===== src/rtl/alu_cmd_driver.sv =====
// Host-command initiator for the ALU pin interface: issues one op, samples the result,
// services the irq and returns a response. Optional counters: ALU_CMD_DRIVER_STATS_EN.
module alu_cmd_driver #(
  parameter int unsigned DATA_W      = 8,
  parameter int unsigned RESULT_LAT  = 1,
  parameter int unsigned IRQ_CLR_MAX = 4
) (
  input  logic              alu_clk,
  input  logic              alu_rst,
  input  logic              cmd_valid,
  output logic              cmd_ready,
  input  logic [DATA_W-1:0] cmd_a,
  input  logic [DATA_W-1:0] cmd_b,
  input  logic              cmd_unit,
  input  logic [1:0]        cmd_op,
  output logic              rsp_valid,
  input  logic              rsp_ready,
  output logic [DATA_W-1:0] rsp_data,
  output logic              rsp_irq,
  output logic              rsp_irq_stuck,
  output logic              alu_enable,
  output logic              alu_enable_a,
  output logic              alu_enable_b,
  output logic [DATA_W-1:0] alu_in_a,
  output logic [DATA_W-1:0] alu_in_b,
  output logic [1:0]        alu_op_a,
  output logic [1:0]        alu_op_b,
  input  logic [DATA_W-1:0] alu_out,
  input  logic              alu_irq,
  output logic              alu_irq_clr
`ifdef ALU_CMD_DRIVER_STATS_EN
  ,
  input  logic              stat_clr,
  output logic [15:0]       stat_ops,
  output logic [15:0]       stat_irqs
`endif
);

  localparam int unsigned CNT_MAX = (RESULT_LAT > IRQ_CLR_MAX) ? RESULT_LAT : IRQ_CLR_MAX;
  localparam int unsigned CNT_W   = $clog2(CNT_MAX + 1);

  typedef enum logic [2:0] {
    S_IDLE,
    S_ISSUE,
    S_WAIT,
    S_IRQ_CLR,
    S_IRQ_WAIT,
    S_RESP
  } state_t;

  state_t           state;
  logic [CNT_W-1:0] cnt;

  // Outputs are registered on state entry, so each state's outputs are set by the edge that enters it.
  always_ff @(posedge alu_clk) begin
    if (alu_rst) begin
      state         <= S_IDLE;
      cnt           <= '0;
      cmd_ready     <= 1'b1;
      rsp_valid     <= 1'b0;
      rsp_data      <= '0;
      rsp_irq       <= 1'b0;
      rsp_irq_stuck <= 1'b0;
      alu_enable    <= 1'b0;
      alu_enable_a  <= 1'b0;
      alu_enable_b  <= 1'b0;
      alu_in_a      <= '0;
      alu_in_b      <= '0;
      alu_op_a      <= 2'b00;
      alu_op_b      <= 2'b00;
      alu_irq_clr   <= 1'b0;
    end else begin
      alu_enable   <= 1'b0;
      alu_enable_a <= 1'b0;
      alu_enable_b <= 1'b0;
      alu_irq_clr  <= 1'b0;
      case (state)
        S_IDLE: begin
          if (cmd_valid) begin
            alu_in_a     <= cmd_a;
            alu_in_b     <= cmd_b;
            alu_op_a     <= cmd_unit ? 2'b00 : cmd_op;
            alu_op_b     <= cmd_unit ? cmd_op : 2'b00;
            alu_enable   <= 1'b1;
            alu_enable_a <= ~cmd_unit;
            alu_enable_b <= cmd_unit;
            cmd_ready    <= 1'b0;
            state        <= S_ISSUE;
          end
        end
        S_ISSUE: begin
          cnt   <= CNT_W'(RESULT_LAT);
          state <= S_WAIT;
        end
        S_WAIT: begin
          if (cnt == CNT_W'(1)) begin
            rsp_data      <= alu_out;
            rsp_irq       <= alu_irq;
            rsp_irq_stuck <= 1'b0;
            if (alu_irq) begin
              alu_irq_clr <= 1'b1;
              state       <= S_IRQ_CLR;
            end else begin
              rsp_valid <= 1'b1;
              state     <= S_RESP;
            end
          end else begin
            cnt <= cnt - CNT_W'(1);
          end
        end
        S_IRQ_CLR: begin
          cnt   <= CNT_W'(IRQ_CLR_MAX);
          state <= S_IRQ_WAIT;
        end
        S_IRQ_WAIT: begin
          if (!alu_irq) begin
            rsp_valid <= 1'b1;
            state     <= S_RESP;
          end else if (cnt == CNT_W'(1)) begin
            rsp_irq_stuck <= 1'b1;
            rsp_valid     <= 1'b1;
            state         <= S_RESP;
          end else begin
            cnt <= cnt - CNT_W'(1);
          end
        end
        S_RESP: begin
          if (rsp_ready) begin
            rsp_valid <= 1'b0;
            cmd_ready <= 1'b1;
            state     <= S_IDLE;
          end
        end
        default: begin
          rsp_valid <= 1'b0;
          cmd_ready <= 1'b1;
          state     <= S_IDLE;
        end
      endcase
    end
  end

`ifdef ALU_CMD_DRIVER_STATS_EN
  // Saturating response counters; clear wins over a same-cycle increment.
  always_ff @(posedge alu_clk) begin
    if (alu_rst || stat_clr) begin
      stat_ops  <= 16'h0000;
      stat_irqs <= 16'h0000;
    end else if (state == S_RESP && rsp_ready) begin
      if (stat_ops != 16'hFFFF) stat_ops <= stat_ops + 16'd1;
      if (rsp_irq && stat_irqs != 16'hFFFF) stat_irqs <= stat_irqs + 16'd1;
    end
  end
`endif

endmodule


===== config.mk =====
export PLATFORM = sky130hd
export DESIGN_NAME = alu_cmd_driver
export DESIGN_NICKNAME = d
export VERILOG_FILES = /design/src/rtl/alu_cmd_driver.sv
export SDC_FILE = /design/constraint.sdc
export NUM_CORES = 1
export LEC_CHECK = 0
export CAP_MARGIN = 0
export CORE_AREA = 2 2 48 95
export CTS_CLUSTER_DIAMETER = 80
export CTS_CLUSTER_SIZE = 10
export DETAILED_ROUTE_END_ITERATION = 16
export DIE_AREA = 0 0 50 97
export HOLD_SLACK_MARGIN = 0.05
export PLACE_DENSITY = 0.77
export SYNTH_ARGS = -nofsm -noshare
export SYNTH_HDL_FRONTEND = slang
export SYNTH_SLANG_ARGS = --single-unit

===== constraint.sdc =====
create_clock -name alu_clk -period 2.05 [get_ports alu_clk]
set_input_delay 0.41 -clock alu_clk [delete_from_list [all_inputs] [get_ports alu_clk]]
set_output_delay 0.41 -clock alu_clk [all_outputs]
set_load 0.02 [all_outputs]

==> key figures, run 1 <==
Outcome
  • Status: finished clean

Timing
  • Worst hold margin: 0.4538 ns
  • Fin. Hold Viols: 0
  • Max-slew violations: 0
  • RSZ-0062 raised after global routing: false
  • Clk_skew: 0.005859 ns
  • Worst setup margin: roughly 0.31 ns
  • Setup_tns: 0 ns
  • Slew margin rel.: ~62%
  • Setup Viol. Count Final: 0
  • Tightest Pin Transition: roughly 0.56 ns
  • Fin crit period: approximately 1.7 ns
  • Period utilization: between 80% and 90%
  • Highest Clock Rate: 573.3 MHz

Power
  • P_int: 1.418 mW
  • Net Switching: approximately 0.61 mW
  • Clock Power Share: 27.6%
  • Switching power share of the total: about 30%
  • P per Cell Area: approximately 800 nW/um^2
  • Flop pwr share: 46.4%
  • LEAKAGE: roughly 0.99 nW
  • Design Power: around 2 mW
  • Max VDD drop: about 0.56 mV
  • Comb power frac: around a quarter

Detailed routing
  • TritonRoute pass-1 iters: 4
  • Vias/cell: approximately 4.9
  • Via count: between 1500 and 2000
  • Final WL: roughly 4200 um
  • Post-route ant nets: 0
  • Initial DRC count: 19
  • Drt drc: 0
  • Wire per inst: about 13 um

Floorplanning
  • Initial Utilization: 42.42%
  • DIE AREA: just under 5000 um^2
  • Die Y: 97 um
  • Die W: 50 um
  • Io pins: between 60 and 70
  • Core ar.: between 4000 and 5000 um^2
  • Rows: 33

Yosys
  • Synth unique cells: 36
  • Share of synthesized registers carrying an async set or reset: 0%
  • Synth cell count leaders: dfxtp_1 (42), nand2_1 (42), a21oi_1 (31), nor2_1 (11), mux2i_1 (8)
  • Share of the synthesized area in the top cell type: between 40% and 50%
  • Post-Syn Area per Cell: roughly 8.5 um^2
  • Yosys top cell by area: dfxtp_1
  • Sequential area share after synthesis: between 40% and 50%
  • Synth Flop Type: dfxtp_1
  • Cells after Synth: between 200 and 250
  • Post-Syn Nets: roughly 240
  • Post-synth EDFFs: 0
  • Synthesized cell area: about 1700 um^2
  • Dominant cells by area after synthesis: dfxtp_1 (48%), nand2_1 (9.1%), a21oi_1 (8.9%)
  • Synthesis-stage register bit count: 42
  • Yosys warns: 0

Clocking
  • Num CTS Buffers: 5
  • # hold bufs at CTS: 0
  • Post-CTS Resized: 0
  • Clock-pin slew of the registers on the worst-case setup and hold paths: about 0.080 ns
  • Clock buffer depth: 2
  • CTS H-tree depth: 2
  • Clk_lat worst skew: 0.29 ns
  • Sink Count: between 40 and 50
  • Setup Buffers After CTS: 0
  • Clock tree from TritonCTS: built
  • Clock Root Buffer: clkbuf_8

Critical path
  • Crit. End Element: flop
  • CP Max Fanout: 12
  • Crit-path cells: nand2b_1 > a211oi_1 > buf_4 > or4_1 > a21oi_1
  • Worst EP arrival: approximately 2.0 ns
  • Critical path data required time: between 2 and 2.5 ns
  • Startpoint types: flop
  • Slowest stage delay, CP: approximately 0.60 ns
  • Setup CP Type: flop to flop
  • Crit path max-delay cell type: dfxtp_1

Final layout
  • Layout cells sized above 1: 6.618%
  • Layout area overhead: 48.99%
  • Ant diodes: 0
  • Nets: just over 300

Global routing
  • First-pass GRT wire length: ~7000 um
  • GR Overflow Total: 0
  • Vias in the first global route: between 1000 and 1500
  • Largest net degree at the start of global routing: 41
  • Gr usage total: a little under a fifth
  • Initial antenna violation count: 0

Run
  • Max-Cap Viols: 0

Placement
  • Worst slack, placed: between 0.06 and 0.07 ns
  • Gpl congestion: roughly 0.81
  • IO Port Bufs: between 60 and 70
  • DP HPWL: 2962 um

Hold path
  • Hold Crit Class: flop to flop
==> sequential cells by signal (all words and copies together) (netlist names), 2 cells and up <==
| signal | flops |
|---|---|
| alu_in_a | 8 |
| alu_in_b | 8 |
| rsp_data | 8 |
| cnt | 3 |
| state | 3 |
| alu_op_a | 2 |
| alu_op_b | 2 |
==> cell type report <==
| class | count | area, um^2 |
|---|---|---|
| multi-input combinational | 144 | 819.5 |
| clock buffer | 6 | 82.58 |
| sequential | 42 | 840.8 |
| clock inverter | 2 | 12.51 |
| tap | 52 | 65.06 |
| inverter | 4 | 15.01 |
| timing repair buffer | 74 | 748.2 |
| fill | 347 | 1504 |
==> critical path, delay by kind of cell (launching register included) <==
kind | cells | cell delay [ns]
simple gates | 2 | 0.68
compound gates | 2 | 0.22
buf+inv | 1 | 0.18
flops | 1 | 0.60
==> path summary, 6_finish.rpt <==
| kind | endpoint | startpoint | cells after the start | slack (ns) |
|---|---|---|---|---|
| min reg2reg | alu_op_a[0]$_SDFFE_PP0P_ | alu_op_a[0]$_SDFFE_PP0P_ | 2 | 0.45 |
| max | state[1]$_SDFFE_PP0P_ | state[2]$_SDFFE_PP0P_ | 5 | 0.31 |
| min | alu_op_a[0]$_SDFFE_PP0P_ | alu_op_a[0]$_SDFFE_PP0P_ | 2 | 0.45 |
| max reg2reg | state[1]$_SDFFE_PP0P_ | state[2]$_SDFFE_PP0P_ | 5 | 0.31 |
==> cells in the final DEF (no fill, tap or decap), types with 2 or more instances in the layout <==
cell type        count
or4_1                2
xnor2_1              2
inv_1                4
nand3b_1             5
buf_12               2
nor3_1               5
dfxtp_1             42
nor2_1              11
and2_1               2
clkdlybuf4s50_1     67
a21oi_1             31
ha_1                 2
nand3_1              5
mux2i_1              8
nand2_1             42
nor2b_1              3
buf_4                5
nand2b_1             3
clkbuf_8             6
o21ai_0              5
or3_1                2
==> metrics by stage <==
step	cell area [um^2]	utilization [%]	cells
final	2584	63.21	324
after detailed placement	2489	60.88	316
after global placement	2489	60.88	316
after CTS	2584	63.21	324
after global routing	2584	63.21	324
after floorplan	1734	-	203
==> metal layers <==
| layer | wire (um) | global-route usage (%) |
|---|---|---|
| met1 | 1567 | 20.45 |
| met2 | 2380 | 32.59 |
| met3 | 150 | 2.932 |
| met4 | 91 | 8.333 |
| met5 | 0 | 0 |
==> logic make-up after synthesis <==
| group | after synthesis | synth area share (%) |
|---|---|---|
| simple gates | 85 | 24.39 |
| compound gates | 46 | 14.94 |
| flops | 42 | 48.49 |
| buf+inv | 17 | 4.617 |
| mux | 8 | 4.618 |
| xor+xnor | 3 | 1.515 |
| fa+ha+maj | 2 | 1.443 |
==> power groups by stage <==
stage	sequential [mW]	combinational (mW)	clock, mW
5_1_grt	0.953	0.573	0.609
4_1_cts	0.941	0.533	0.575
3_3_place_gp	0.959	0.525	0
2_1_floorplan	0.995	0.254	0
6_report	0.941	0.526	0.559
3_5_place_dp	0.960	0.531	0
No activity file was read; power rests on OpenSTA's default activity.
==> inputs of run 2 (changes only) <==
- CTS_CLUSTER_SIZE: 10 -> not set
==> results of run 2 <==
No change in the layout: final DEF, timing and power equal those of run 1.
==> inputs of run 3 (changes only) <==
- CORE_AREA: 2 2 48 95 -> 2 2 47 93
- CTS_BUF_LIST: not set -> sky130_fd_sc_hd__clkbuf_4 sky130_fd_sc_hd__clkbuf_8
- DIE_AREA: 0 0 50 97 -> 0 0 49 95
- GPL_TIMING_DRIVEN: not set -> 1
- HOLD_SLACK_MARGIN: 0.05 -> 0.03
- PLACE_DENSITY: 0.77 -> 0.8
==> run 3 against run 2 <==
Total power increased by 5.1%. Global-route usage increased by 2.1 points. Sequential power about the same. Sequential share of layout area decreased by 0.079 points.
==> key figures, run 3 (synthesized netlist as in run 1, its figures left out) <==
Floorplanning
  • Core ar.: 4005 um^2 (-2.0%)
  • Io pins: 68 (unchanged)
  • Die W: 49 um (-2.0%)
  • Rows: 33 (unchanged)
  • DIE AREA: 4655 um^2 (-4.0%)
  • Die Y: 95 um (-2.1%)
  • Initial Utilization: 43.30% (+0.87 points)

Detailed routing
  • Vias/cell: 5.173 (+5.5%)
  • Final WL: 4308 um (+2.8%)
  • Via count: 1676 (+5.5%)
  • Post-route ant nets: 0 (unchanged)
  • Drt drc: 0 (unchanged)
  • Initial DRC count: 32 (+13)
  • Wire per inst: 13.30 um (+2.8%)
  • TritonRoute pass-1 iters: 5 (+1)

Critical path
  • FF-to-FF setup slack: 0.30 ns (about the same)
  • Reg2reg end: cnt[1]$_SDFFE_PP0P_
  • CP Launch Point: state[1]$_SDFFE_PP0P_
  • RR Startpoint: state[1]$_SDFFE_PP0P_
  • Crit. End Element: flop
  • Crit-path cells: nand2b_1 > a21o_1 > or4_1 > a21oi_1
  • FF-to-FF path depth: 4 (-1)
  • CP Max Fanout: 15 (+3)
  • Critical path data required time: 2.28 ns (about the same)
  • Slowest stage delay, CP: 0.64 ns (+0.04 ns)
  • Startpoint types: flop
  • Crit path max-delay cell type: dfxtp_1
  • CP Capture Point: cnt[1]$_SDFFE_PP0P_
  • Worst EP arrival: 1.99 ns (about the same)
  • Setup CP Type: flop to flop

Clocking
  • Post-CTS Resized: 0 (unchanged)
  • Clk_lat worst skew: 0.29 ns (about the same)
  • Num CTS Buffers: 5 (unchanged)
  • Setup Buffers After CTS: 0 (unchanged)
  • Clock tree from TritonCTS: built
  • Clock Root Buffer: clkbuf_8
  • Sink Count: 42 (unchanged)
  • # hold bufs at CTS: 0 (unchanged)
  • Clock buffer depth: 2 (unchanged)
  • Clock-pin slew of the registers on the worst-case setup and hold paths: 0.08 ns (about the same)
  • CTS H-tree depth: 2 (unchanged)

Global routing
  • First-pass GRT wire length: 7369 um (+5.8%)
  • GR Overflow Total: 0 (unchanged)
  • Met2 Resource Use GR: 34.70% (+2.1 points)
  • Gr usage total: 20.45% (+2.1 points)
  • GRT met1 Usage: 20.79% (+0.34 points)
  • Met3 Track Usage GR: 9.810% (+6.9 points)
  • Vias in the first global route: 1740 (+18%)
  • Largest net degree at the start of global routing: 41 (unchanged)
  • Initial antenna violation count: 0 (unchanged)
  • Busiest grt layer: met2

Placement
  • Gpl congestion: 0.8524 (+4.7%)
  • Placed insts: 316 (unchanged)
  • IO Port Bufs: 67 (unchanged)
  • DP HPWL: 2913 um (-1.7%)

Final layout
  • Most frequent cells in the layout: clkdlybuf4s50_1 (67), nand2_1 (42), dfxtp_1 (42), a21oi_1 (31), nor2_1 (11)
  • FF+latch area: 840.8 um^2 (unchanged)
  • Layout cells sized above 1: 6.618% (unchanged)
  • Layout area overhead: 49.35%
  • Footprint of the multi-input gates: 819.5 um^2 (unchanged)
  • Top flop regs: alu_in_a x8, alu_in_b x8, rsp_data x8
  • Commonest non-fill, non-tap cell in the layout: clkdlybuf4s50_1
  • Ant diodes: 0 (unchanged)
  • Post-Layout Cell Count: 324 (unchanged)
  • Nets: 305 (unchanged)
  • FILL cells: 368 (+6.1%)

Timing
  • Fin crit period: 1.753 ns (+0.008311 ns)
  • Setup_tns: 0 ns (unchanged)
  • Setup Viol. Count Final: 0 (unchanged)
  • Max-slew violations: 0 (unchanged)
  • Slew margin rel.: 60.82% (-1.5 points)
  • Highest Clock Rate: 570.6 MHz (-0.47%)
  • Tightest Pin Transition: 0.5869 ns (+0.02196 ns)
  • Clk_skew: 0.004088 ns (-0.001771 ns)
  • Fin. Hold Viols: 0 (unchanged)
  • Period utilization: 85.50% (+0.41 points)
  • RSZ-0062 raised after global routing: false

Power
  • Comb power frac: 24.5% (-1.5 points)
  • Switching power share of the total: 28.26% (-1.7 points)
  • Max VDD drop: 0.6558 mV (+18%)
  • Flop pwr share: 44.1% (-2.3 points)
  • LEAKAGE: 0.9946 nW (+0.72%)
  • P_int: 1.527 mW (+7.7%)
  • Clock Power Share: 31.4% (+3.8 points)
  • P per Cell Area: 822.0 nW/um^2 (+4.9%)
  • Net Switching: 0.6016 mW (-0.94%)
  • Design Power: 2.129 mW (+5.1%)

Run
  • Max-Cap Viols: 0 (unchanged)

Outcome
  • Status: finished clean

Hold path
  • Hold Crit Class: flop to flop
run 3: cell types whose count changed in the layout (fill, tap and decap cells not counted):
cell,delta
bufinv_16,+1
buf_4,+1
clkinv_2,-1
clkinvlp_4,-1
clkbuf_8,-1
clkbuf_4,+2
buf_12,-1
run 3: through the flow:
stage                     hold WS, ns  setup slack (ns)  utilization (%)  area (um^2)
after floorplan                0.4435            0.5657                -         1734
after global placement         0.4396           0.09299            61.82         2476
after detailed placement       0.4457           0.04160            61.82         2476
after CTS                      0.4562            0.2968            64.67         2590
after global routing           0.4762            0.1343            64.67         2590
final                          0.4556            0.2973            64.67         2590
run 3: routing by layer:
metal,wire length [um],vias to the layer above
met3,456,9
met2,2116,73
li1,-,826
met1,1652,768
met4,82,0
met5,0,-
run 3: area by class of cell:
| class | count | share of cell area, % |
|---|---|---|
| timing repair buffer | 74 | 28.41 |
| clock inverter | 1 | 1.159 |
| multi-input combinational | 144 | 31.64 |
| inverter | 4 | 0.5797 |
| tap | 52 | 2.512 |
| sequential | 42 | 32.46 |
| clock buffer | 7 | 3.237 |
run 3: worst min path at each step:
stage                                   startpoint                  endpoint  slack (ns)  cells past startpoint
after floorplan                cnt[1]$_SDFFE_PP0P_       cnt[1]$_SDFFE_PP0P_        0.44                      2
after global placement    alu_op_b[1]$_SDFFE_PP0P_  alu_op_b[1]$_SDFFE_PP0P_        0.44                      2
after detailed placement  alu_in_b[2]$_SDFFE_PP0P_  alu_in_b[2]$_SDFFE_PP0P_        0.45                      2
after CTS                 alu_in_b[2]$_SDFFE_PP0P_  alu_in_b[2]$_SDFFE_PP0P_        0.46                      2
after global routing      alu_in_a[5]$_SDFFE_PP0P_  alu_in_a[5]$_SDFFE_PP0P_        0.48                      2
final                     alu_in_b[2]$_SDFFE_PP0P_  alu_in_b[2]$_SDFFE_PP0P_        0.46                      2
run 3: worst max-delay path: cells and delay by family (launching register included):
family	cells	cell delay (ns)
and+or+nand+nor	2	0.67
AOI/OAI and AO/OA	2	0.37
DFF	1	0.64
run 3: power by group through the flow:
stage | registers (mW) | clock network, mW | logic (mW)
detailed placement | 0.956 | 0 | 0.518
global placement | 0.953 | 0 | 0.510
finish | 0.939 | 0.669 | 0.521
floorplan | 0.995 | 0 | 0.254
CTS | 0.939 | 0.682 | 0.526
global route | 0.951 | 0.718 | 0.570
